==> src/rtl/mmio_uart_tx.sv <==
// mmio_uart_tx
//   Memory-mapped 8N1 UART transmitter sitting on the core's data-memory
//   port. Stores to TXDATA push a byte into a small TX FIFO. A serializer
//   drains the FIFO onto the Tx line, LSB first, with one start bit and
//   one stop bit. Status and control read back combinationally.
//
//   Register map (offset = Addr[3:2]):
//     0 TXDATA  write pushes WriteData[7:0], reads 0
//     1 STATUS  bit0 full, bit1 empty, bit2 busy, bit3 overflow (sticky,
//               write 1 to bit3 to clear), bits[8+DEPTH_LOG2:8] count
//     2 CTRL    bit0 enable
//     3 -       reserved, reads 0
//
//   Ports:
//     Clk        rising-edge clock
//     Reset      asynchronous active-low reset
//     Addr       byte address from the memory stage
//     WriteData  store data
//     MemWrite   store strobe
//     ReadData   combinational register read data (valid when Hit=1)
//     Hit        combinational: Addr inside the 16-byte region
//     Tx         serial line, registered, idles high
//     Busy       registered: serializer not idle
//
//   Serializer states:
//     state | meaning
//     IDLE  | line high, waiting for enable && FIFO not empty
//     START | start bit (line low) for CLKS_PER_BIT cycles
//     DATA  | eight data bits, LSB first, CLKS_PER_BIT cycles each
//     STOP  | stop bit (line high); may pop the next byte on its last cycle

module mmio_uart_tx #(
  parameter logic [31:0] BASE_ADDR    = 32'h1000_0000,
  parameter int unsigned CLKS_PER_BIT = 16,
  parameter int unsigned DEPTH_LOG2   = 3
) (
  input  logic        Clk,
  input  logic        Reset,
  input  logic [31:0] Addr,
  input  logic [31:0] WriteData,
  input  logic        MemWrite,
  output logic [31:0] ReadData,
  output logic        Hit,
  output logic        Tx,
  output logic        Busy
);

  localparam int unsigned DEPTH  = 1 << DEPTH_LOG2;
  localparam int unsigned BAUD_W = $clog2(CLKS_PER_BIT);
  localparam logic [BAUD_W-1:0]   BAUD_LAST  = BAUD_W'(CLKS_PER_BIT - 1);
  localparam logic [DEPTH_LOG2:0] COUNT_FULL = (DEPTH_LOG2 + 1)'(DEPTH);

  typedef enum logic [1:0] {
    ST_IDLE  = 2'd0,
    ST_START = 2'd1,
    ST_DATA  = 2'd2,
    ST_STOP  = 2'd3
  } state_t;

  // ------------------------------------------------------------------
  // Address decode
  // ------------------------------------------------------------------
  logic [1:0] reg_sel;
  logic       wr_en;
  logic       wr_txdata;
  logic       wr_status;
  logic       wr_ctrl;

  assign Hit       = (Addr[31:4] == BASE_ADDR[31:4]);
  assign reg_sel   = Addr[3:2];
  assign wr_en     = MemWrite && Hit;
  assign wr_txdata = wr_en && (reg_sel == 2'd0);
  assign wr_status = wr_en && (reg_sel == 2'd1);
  assign wr_ctrl   = wr_en && (reg_sel == 2'd2);

  // Only the bits that map onto a register field are consumed.
  logic unused_bits;
  assign unused_bits = ^{WriteData[31:8], Addr[1:0]};

  // ------------------------------------------------------------------
  // Registers
  // ------------------------------------------------------------------
  logic [7:0]            fifo_mem [DEPTH];
  logic [DEPTH_LOG2-1:0] wr_ptr_q, wr_ptr_d;
  logic [DEPTH_LOG2-1:0] rd_ptr_q, rd_ptr_d;
  logic [DEPTH_LOG2:0]   count_q, count_d;
  logic                  overflow_q, overflow_d;
  logic                  enable_q, enable_d;

  state_t                state_q, state_d;
  logic [BAUD_W-1:0]     baud_q, baud_d;
  logic [2:0]            bit_idx_q, bit_idx_d;
  logic [7:0]            shift_q, shift_d;
  logic                  tx_q, tx_d;
  logic                  busy_q, busy_d;

  logic                  fifo_full;
  logic                  fifo_empty;
  logic                  push;
  logic                  pop;
  logic [7:0]            fifo_head;

  // Fullness and emptiness are judged on the pre-edge count, so a push
  // into a full FIFO is dropped even if the serializer pops this cycle.
  assign fifo_full  = (count_q == COUNT_FULL);
  assign fifo_empty = (count_q == '0);
  assign push       = wr_txdata && !fifo_full;
  assign fifo_head  = fifo_mem[rd_ptr_q];

  // ------------------------------------------------------------------
  // FIFO and control register next-state
  // ------------------------------------------------------------------
  always_comb begin
    wr_ptr_d   = wr_ptr_q;
    rd_ptr_d   = rd_ptr_q;
    count_d    = count_q;
    overflow_d = overflow_q;
    enable_d   = enable_q;

    if (push) wr_ptr_d = wr_ptr_q + DEPTH_LOG2'(1);
    if (pop)  rd_ptr_d = rd_ptr_q + DEPTH_LOG2'(1);

    unique case ({push, pop})
      2'b10:   count_d = count_q + (DEPTH_LOG2 + 1)'(1);
      2'b01:   count_d = count_q - (DEPTH_LOG2 + 1)'(1);
      default: count_d = count_q;
    endcase

    if (wr_txdata && fifo_full) begin
      overflow_d = 1'b1;
    end else if (wr_status && WriteData[3]) begin
      overflow_d = 1'b0;
    end

    if (wr_ctrl) enable_d = WriteData[0];
  end

  // Storage has no reset; only pointers and count define its contents.
  always_ff @(posedge Clk) begin
    if (push) fifo_mem[wr_ptr_q] <= WriteData[7:0];
  end

  // ------------------------------------------------------------------
  // Serializer next-state
  // ------------------------------------------------------------------
  logic baud_last;
  logic can_pop;

  assign baud_last = (baud_q == BAUD_LAST);
  assign can_pop   = enable_q && !fifo_empty;

  always_comb begin
    state_d   = state_q;
    baud_d    = baud_q;
    bit_idx_d = bit_idx_q;
    shift_d   = shift_q;
    pop       = 1'b0;

    unique case (state_q)
      ST_IDLE: begin
        baud_d    = '0;
        bit_idx_d = '0;
        if (can_pop) begin
          pop     = 1'b1;
          shift_d = fifo_head;
          state_d = ST_START;
        end
      end

      ST_START: begin
        if (baud_last) begin
          baud_d    = '0;
          bit_idx_d = '0;
          state_d   = ST_DATA;
        end else begin
          baud_d = baud_q + BAUD_W'(1);
        end
      end

      ST_DATA: begin
        if (baud_last) begin
          baud_d  = '0;
          shift_d = {1'b0, shift_q[7:1]};
          if (bit_idx_q == 3'd7) begin
            state_d = ST_STOP;
          end else begin
            bit_idx_d = bit_idx_q + 3'd1;
          end
        end else begin
          baud_d = baud_q + BAUD_W'(1);
        end
      end

      ST_STOP: begin
        if (baud_last) begin
          baud_d    = '0;
          bit_idx_d = '0;
          // Chaining straight into the next start bit keeps frames gapless.
          if (can_pop) begin
            pop     = 1'b1;
            shift_d = fifo_head;
            state_d = ST_START;
          end else begin
            state_d = ST_IDLE;
          end
        end else begin
          baud_d = baud_q + BAUD_W'(1);
        end
      end

      default: state_d = ST_IDLE;
    endcase

    // Tx and Busy are registered copies of what the next state drives,
    // so the line changes on the same edge as the state.
    unique case (state_d)
      ST_START: tx_d = 1'b0;
      ST_DATA:  tx_d = shift_d[0];
      default:  tx_d = 1'b1;
    endcase
    busy_d = (state_d != ST_IDLE);
  end

  // ------------------------------------------------------------------
  // State registers
  // ------------------------------------------------------------------
  always_ff @(posedge Clk or negedge Reset) begin
    if (!Reset) begin
      wr_ptr_q   <= '0;
      rd_ptr_q   <= '0;
      count_q    <= '0;
      overflow_q <= 1'b0;
      enable_q   <= 1'b1;
      state_q    <= ST_IDLE;
      baud_q     <= '0;
      bit_idx_q  <= '0;
      shift_q    <= '0;
      tx_q       <= 1'b1;
      busy_q     <= 1'b0;
    end else begin
      wr_ptr_q   <= wr_ptr_d;
      rd_ptr_q   <= rd_ptr_d;
      count_q    <= count_d;
      overflow_q <= overflow_d;
      enable_q   <= enable_d;
      state_q    <= state_d;
      baud_q     <= baud_d;
      bit_idx_q  <= bit_idx_d;
      shift_q    <= shift_d;
      tx_q       <= tx_d;
      busy_q     <= busy_d;
    end
  end

  assign Tx   = tx_q;
  assign Busy = busy_q;

  // ------------------------------------------------------------------
  // Read path
  // ------------------------------------------------------------------
  logic [31:0] rd_data;

  always_comb begin
    rd_data = '0;
    unique case (reg_sel)
      2'd1: begin
        rd_data[0]                  = fifo_full;
        rd_data[1]                  = fifo_empty;
        rd_data[2]                  = busy_q;
        rd_data[3]                  = overflow_q;
        rd_data[8 +: DEPTH_LOG2 + 1] = count_q;
      end
      2'd2:    rd_data[0] = enable_q;
      default: rd_data = '0;
    endcase
  end

  assign ReadData = Hit ? rd_data : 32'h0;

endmodule

==> config.mk <==
export PLATFORM = sky130hd
export DESIGN_NAME = mmio_uart_tx
export DESIGN_NICKNAME = d
export VERILOG_FILES = /design/src/rtl/mmio_uart_tx.sv
export SDC_FILE = /design/constraint.sdc
export NUM_CORES = 1
export LEC_CHECK = 0
export CORE_ASPECT_RATIO = 0.7
export CORE_UTILIZATION = 45
export DETAILED_ROUTE_END_ITERATION = 7
export PLACE_DENSITY_LB_ADDON = 0.08
export SLEW_MARGIN = 20
export SYNTH_ARGS = -nofsm -noshare
export SYNTH_HDL_FRONTEND = slang
export SYNTH_SLANG_ARGS = --single-unit
==> constraint.sdc <==
create_clock -name Clk -period 2.8 [get_ports Clk]
set_input_delay 0.7 -clock Clk [delete_from_list [all_inputs] [get_ports Clk]]
set_output_delay 0.7 -clock Clk [all_outputs]
set_load 0.02 [all_outputs]
* Word-level counts from Yosys, hierarchy flattened
Memories as Yosys holds them, arrays and structs flattened. Cells that the tools add are included.
Storage, ports and cells: logic and storage cells 87, register bits after elaboration 31, memory bits (writable) 64, output and inout port bits 35, input bits 67, memories kept 1
Cells by class: add/subtract/negate cells 6, muxes and demuxes 30, reduce and logical (&&, ||, !) cells 21, eq/ne operators 17
Memory list:
- fifo_mem | depth 8, bits a word 8, read ports 1, clocked after Yosys merged registers in 0, write ports 1, RTL line 83 | logic [7:0] fifo_mem [DEPTH];
Operators by type and width (number):
- $eq A28 B25 Y1 const B | 1
- $mux W8 | 3
- $pmux W8 S3 | 1
- $pmux W4 S2 | 2
- $mux W12 | 1
- $mux W3 | 4
- $eq A2 B2 Y1 const B | 5
- $mux W2 | 5
- $add A3 B1 Y3 const B | 3
- $pmux W3 S3 | 1
- $add A4 B1 Y4 const B | 2
- $eq A2 B1 Y1 const B | 4
- $eq A4 B4 Y1 const B | 2
- $logic_and A1 B1 Y1 | 8
- $mux W4 | 2
- $pmux W2 S4 | 1
- $mux W1 | 7
- $ne A2 B2 Y1 const B | 3
- $pmux W1 S2 | 3
- $reduce_and A3 Y1 | 2
- $reduce_bool A2 Y1 | 3
- $logic_not A2 Y1 | 2
- $logic_not A4 Y1 | 1
- $sub A4 B1 Y4 const B | 1
- other kinds (6) | 7

* Depth between registers and ports, before layout
Gate-level depths: netlist of run 1.
depth in word-level cells 8, depth in mapped cells 11, gate-level depth less buffers 11

* Worst setup path before layout of run 1
Ideal clock, no wire load.
path type input to register, start input port Addr[6], end register count_q[3], data required time 2.675 ns, path buffers 0, setup slack -0.058 ns, arrival time 2.733 ns, stages 11, setup time 0.125 ns, cell sequence nor4_1 > nand4_1 > nor2_1 > nand3_1 > ha_1 > ha_1 > a21o_2 > a21oi_1 > xnor2_1 > nor2_1 > xor2_1
On the way: word-level cells in the longest chain between the ends 6, elaborated cells between the ends (all ways) 8, classes of those cells eq/ne: 3; mux: 1; reduce/logical: 4
Ends and longest elaborated chain:
- start, declared | RTL line 39 | input logic [31:0] Addr,
- $eq A28 B25 Y1 (*) | RTL line 69 | assign Hit = (Addr[31:4] == BASE_ADDR[31:4]);
- $logic_and A1 B1 Y1 (*) | RTL line 71 | assign wr_en = MemWrite && Hit;
- $logic_and A1 B1 Y1 (*) | RTL line 72 | assign wr_txdata = wr_en && (reg_sel == 2'd0);
- $logic_and A1 B1 Y1 (*) | RTL line 107 | assign push = wr_txdata && !fifo_full;
- $eq A2 B1 Y1 / $eq A2 B2 Y1 (equally long branches) | RTL line 123 | unique case ({push, pop})
- $pmux W4 S2 / $reduce_bool A2 Y1 (equally long branches)
- end signal, assigned | RTL line 243 | count_q <= count_d;
- end, declared | RTL line 86 | logic [DEPTH_LOG2:0] count_q, count_d;
Every way passes the cells marked *; elsewhere a longest branch is shown, timed or not. A chain may end at the register's enable or synchronous reset.

* Final worst setup path of run 1
start input port Addr[3], end output port ReadData[0]
On the way: word-level cells in the longest chain between the ends 3, elaborated cells between the ends (all ways) 4, classes of those cells eq/ne: 2; mux: 2
Ends and longest elaborated chain:
- $eq A2 B2 Y1 / $eq A2 B1 Y1 (equally long branches) | RTL line 265 | unique case (reg_sel)
- $pmux W1 S2 (*) | RTL line 265
- $mux W12 (*) | RTL line 278 | assign ReadData = Hit ? rd_data : 32'h0;
- end, declared | RTL line 42 | output logic [31:0] ReadData,
Marked as above.

==> impl_results.md, run 1 <==
- Yosys top cell by area: edfxtp_1
- Power per cell area: slightly below 500 nW/um^2
- Final Setup Violations: 0
- Flops & latches, synth: 95
- CP Capture Type: output pin
- Relative slew slack: 0.5895
- Max_cap viols: 0
- Drt drc: 0
- Clk slew on worst S/H paths: ~0.06 ns
- Synth top area share: 0.4299
- Share of post-route cells with drive strength above 1: 0.2621
- TritonCTS clock tree: yes
- Filler cells: 800
- CTS max path bufs: 2
- CP Class: in -> out
- CP endpoint: ReadData[0]
- Vias per inst: around 5.3
- Outcome: completed
- Startpoint Class: input port
- Num ports: 102
- Syn Area/Cell: about 15 um^2
- GRT Resource Usage Total: 0.1877
- Register-to-Register Setup Slack: between 0.2 and 0.3 ns
- # diodes: 0
- Area delta synth->final: 26.81%
- Placer Congestion: 0.7988
- Final period util: 0.9694
- WP data required: ~2.1 ns
- First-pass GRT wire length: approximately 14000 um
- Minimum clock period: roughly 2.7 ns
- Fin nets: around 470
- Initial antenna violation count: 0
- Design area: about 5700 um^2
- Slew Limit Fails: 0
- Synth area leaders: edfxtp_1, dfrtp_1, mux4_2
- Std-Cell Rows: 30
- Most frequent cell after synthesis: edfxtp_1
- Crit path DAT: roughly 2 ns
- Post-synth top cells: edfxtp_1, dfrtp_1, buf_4
- Async S/R FF share, synth: 0.3263
- Vias in the first global route: between 2000 and 3000
- Worst slew pin tran: about 0.61 ns
- I/O Buffers: 51
- ANT nets after route: 0
- Die outline area: about 10000 um^2
- FF/Latch Area: between 2000 and 3000 um^2
- Worst-Skew Late Latency: roughly 0.34 ns
- Iter 0 DRT Violations: 143
- Synth unique cells: between 40 and 50
- Wire length per cell: about 17 um
- Reg-to-reg endpoint: count_q[3]
- LEAKAGE: about 2.3 nW
- Hold_ws: approximately 0.49 ns
- Placed instance count: between 500 and 600
- Peak Freq: between 300 and 400 MHz
- Area occupied by multi-input gates: 1718 um^2
- Final Hold Viols: 0
- Synth Warn #: 0
- CTS Buf Count: 9
- RSZ-0062 raised after global routing: no
- Clock Skew: between 0.006 and 0.007 ns
- Post-synth EDFFs: 64
- Hold WC Path Type: reg -> reg
- FF-to-FF path depth: 11
- Synth Cell Area: about 4500 um^2
- WL final: roughly 9000 um
- CP Launch Point: Addr[3]
- Hold_buf cts: 0
- Pre-antenna DRT Iters: 4
- Vias: 2739
- Clock sink total: 95
- Final HPWL DP: 6287 um
- Final cell count without fillers: roughly 520
- H-tree depth: 3
- Cells after Synth: slightly above 300
- Gr ovfl total: 0
- Post-synthesis sequential area ratio: 0.6040
- R2r startpoint: state_q[0]
- Initial core utilization: 0.4616
- Chip width: between 100 and 150 um
- Placed Area: around 5200 um^2
- CP Max Fanout: 2
- Main synth FF type: edfxtp_1
- Largest net degree at the start of global routing: 32
- Die height: 85.39 um
- Maximum VDD drop: about 0.28 mV
- Root Buffer: clkbuf_16
- Core area: between 9000 and 10000 um^2
## flip-flops by register name, summed over array words and instances, names as in the netlist
signal,cells
bit_idx_q,3
overflow_q,1
fifo_mem,64
enable_q,1
Busy,1
state_q,2
shift_q,8
Tx,1
wr_ptr_q,3
baud_q,4
rd_ptr_q,3
count_q,4
## power by group
part | total (mW) | internal [mW] | switching, mW
Combinational | 0.119 | 0.0490 | 0.0700
Sequential | 1.50 | 1.50 | 0.0000000933
Clock | 1.11 | 0.624 | 0.491
## what timing repair did
action,in CTS,in global routing
setup buffers,0,2
endpoints found under the setup margin,11,11
pin swaps,13,12
hold endpoints to repair,0,0
resized for setup,77,20
## kinds of logic after synthesis
family                   after synthesis  share of synthesized area
AO/OA/AOI/OAI                         31                    0.05962
XOR/XNOR                              10                    0.01959
adder cells (fa/ha/maj)               17                    0.04926
buffers and inverters                 43                    0.05877
flip-flops                            95                     0.6040
multiplexers                          31                     0.1159
other                                  1                  0.0008388
AND/OR/NAND/NOR                       76                    0.09208
## worst max-delay path, stage by stage
cell             delay, ns
clkdlybuf4s50_1       0.50
inv_1                 0.07
ha_1                  0.20
a22o_1                0.21
and3_1                0.18
buf_4                 0.15
## placed cells by master (no fill, tap or decap), drive strengths merged, types with 3 or more instances in the layout
cell            n
mux2i           9
buf            40
xor2            4
nor4            7
nand3           8
nor2           19
a22o            4
dlymetal6s2s   14
and3            9
nand4           4
xnor2           6
conb           24
edfxtp         64
nand2b          4
nor3            5
clkinv          3
inv            10
nand2           9
o21ai           4
dfrtp          29
a221o           6
clkdlybuf4s50  15
nand4b          3
a21oi           4
dlygate4sd2    13
mux4           16
mux2            6
clkbuf         11
ha             16
## routing by layer
layer	track usage	vias up	share of wire
met5	0	-	0
met4	0.06397	0	0.014
met3	0.05780	11	0.059
met2	0.2800	94	0.46
met1	0.2610	1354	0.47
li1	-	1280	-
## area by class of cell
class | instances | area share
clock buffers | 11 | 0.04282
clock inverters | 5 | 0.005959
inverters | 10 | 0.006621
multi-input cells | 189 | 0.3030
flip-flops and latches | 95 | 0.4763
well taps | 128 | 0.02825
repair buffers | 83 | 0.1371
## through the flow
stage	TNS [ns]	power (mW)	util	setup slack, ns
floorplan	0	1.591	-	0.01792
global placement	-7.203	1.650	0.5401	-0.5552
detailed placement	-9.354	1.652	0.5401	-0.5664
CTS	0	2.764	0.5757	0.003470
global route	0	2.825	0.5854	0.009257
finish	0	2.735	0.5854	0.08555
## worst min-delay path by stage
stage,startpoint,to,slack [ns],depth (start not counted)
floorplan,Reset,Busy,0.40,0
global placement,overflow_q,overflow_q,0.47,1
detailed placement,baud_q[0],baud_q[0],0.48,1
CTS,baud_q[0],baud_q[0],0.49,1
global route,baud_q[0],baud_q[0],0.52,1
finish,baud_q[0],baud_q[0],0.49,1
Note: power is estimated with default switching activity, not from simulation.
==> inputs of run 2 (changes only) <==
--- a/config.mk
+++ b/config.mk
@@ -5,6 +5,7 @@
 export SDC_FILE = /design/constraint.sdc
 export NUM_CORES = 1
 export LEC_CHECK = 0
+export CAP_MARGIN = 20
 export CORE_ASPECT_RATIO = 0.7
 export CORE_UTILIZATION = 45
 export DETAILED_ROUTE_END_ITERATION = 7
==> results of run 2 <==
Same layout as run 1: the final DEF is identical, and so are final timing and power.
==> inputs of run 3 (changes only) <==
--- a/config.mk
+++ b/config.mk
@@ -9,6 +9,7 @@
 export CORE_ASPECT_RATIO = 0.7
 export CORE_UTILIZATION = 45
 export DETAILED_ROUTE_END_ITERATION = 7
+export GPL_ROUTABILITY_DRIVEN = 0
 export PLACE_DENSITY_LB_ADDON = 0.08
 export SLEW_MARGIN = 20
 export SYNTH_ARGS = -nofsm -noshare
==> results of run 3 <==
Same layout as run 1: the final DEF is identical, and so are final timing and power.
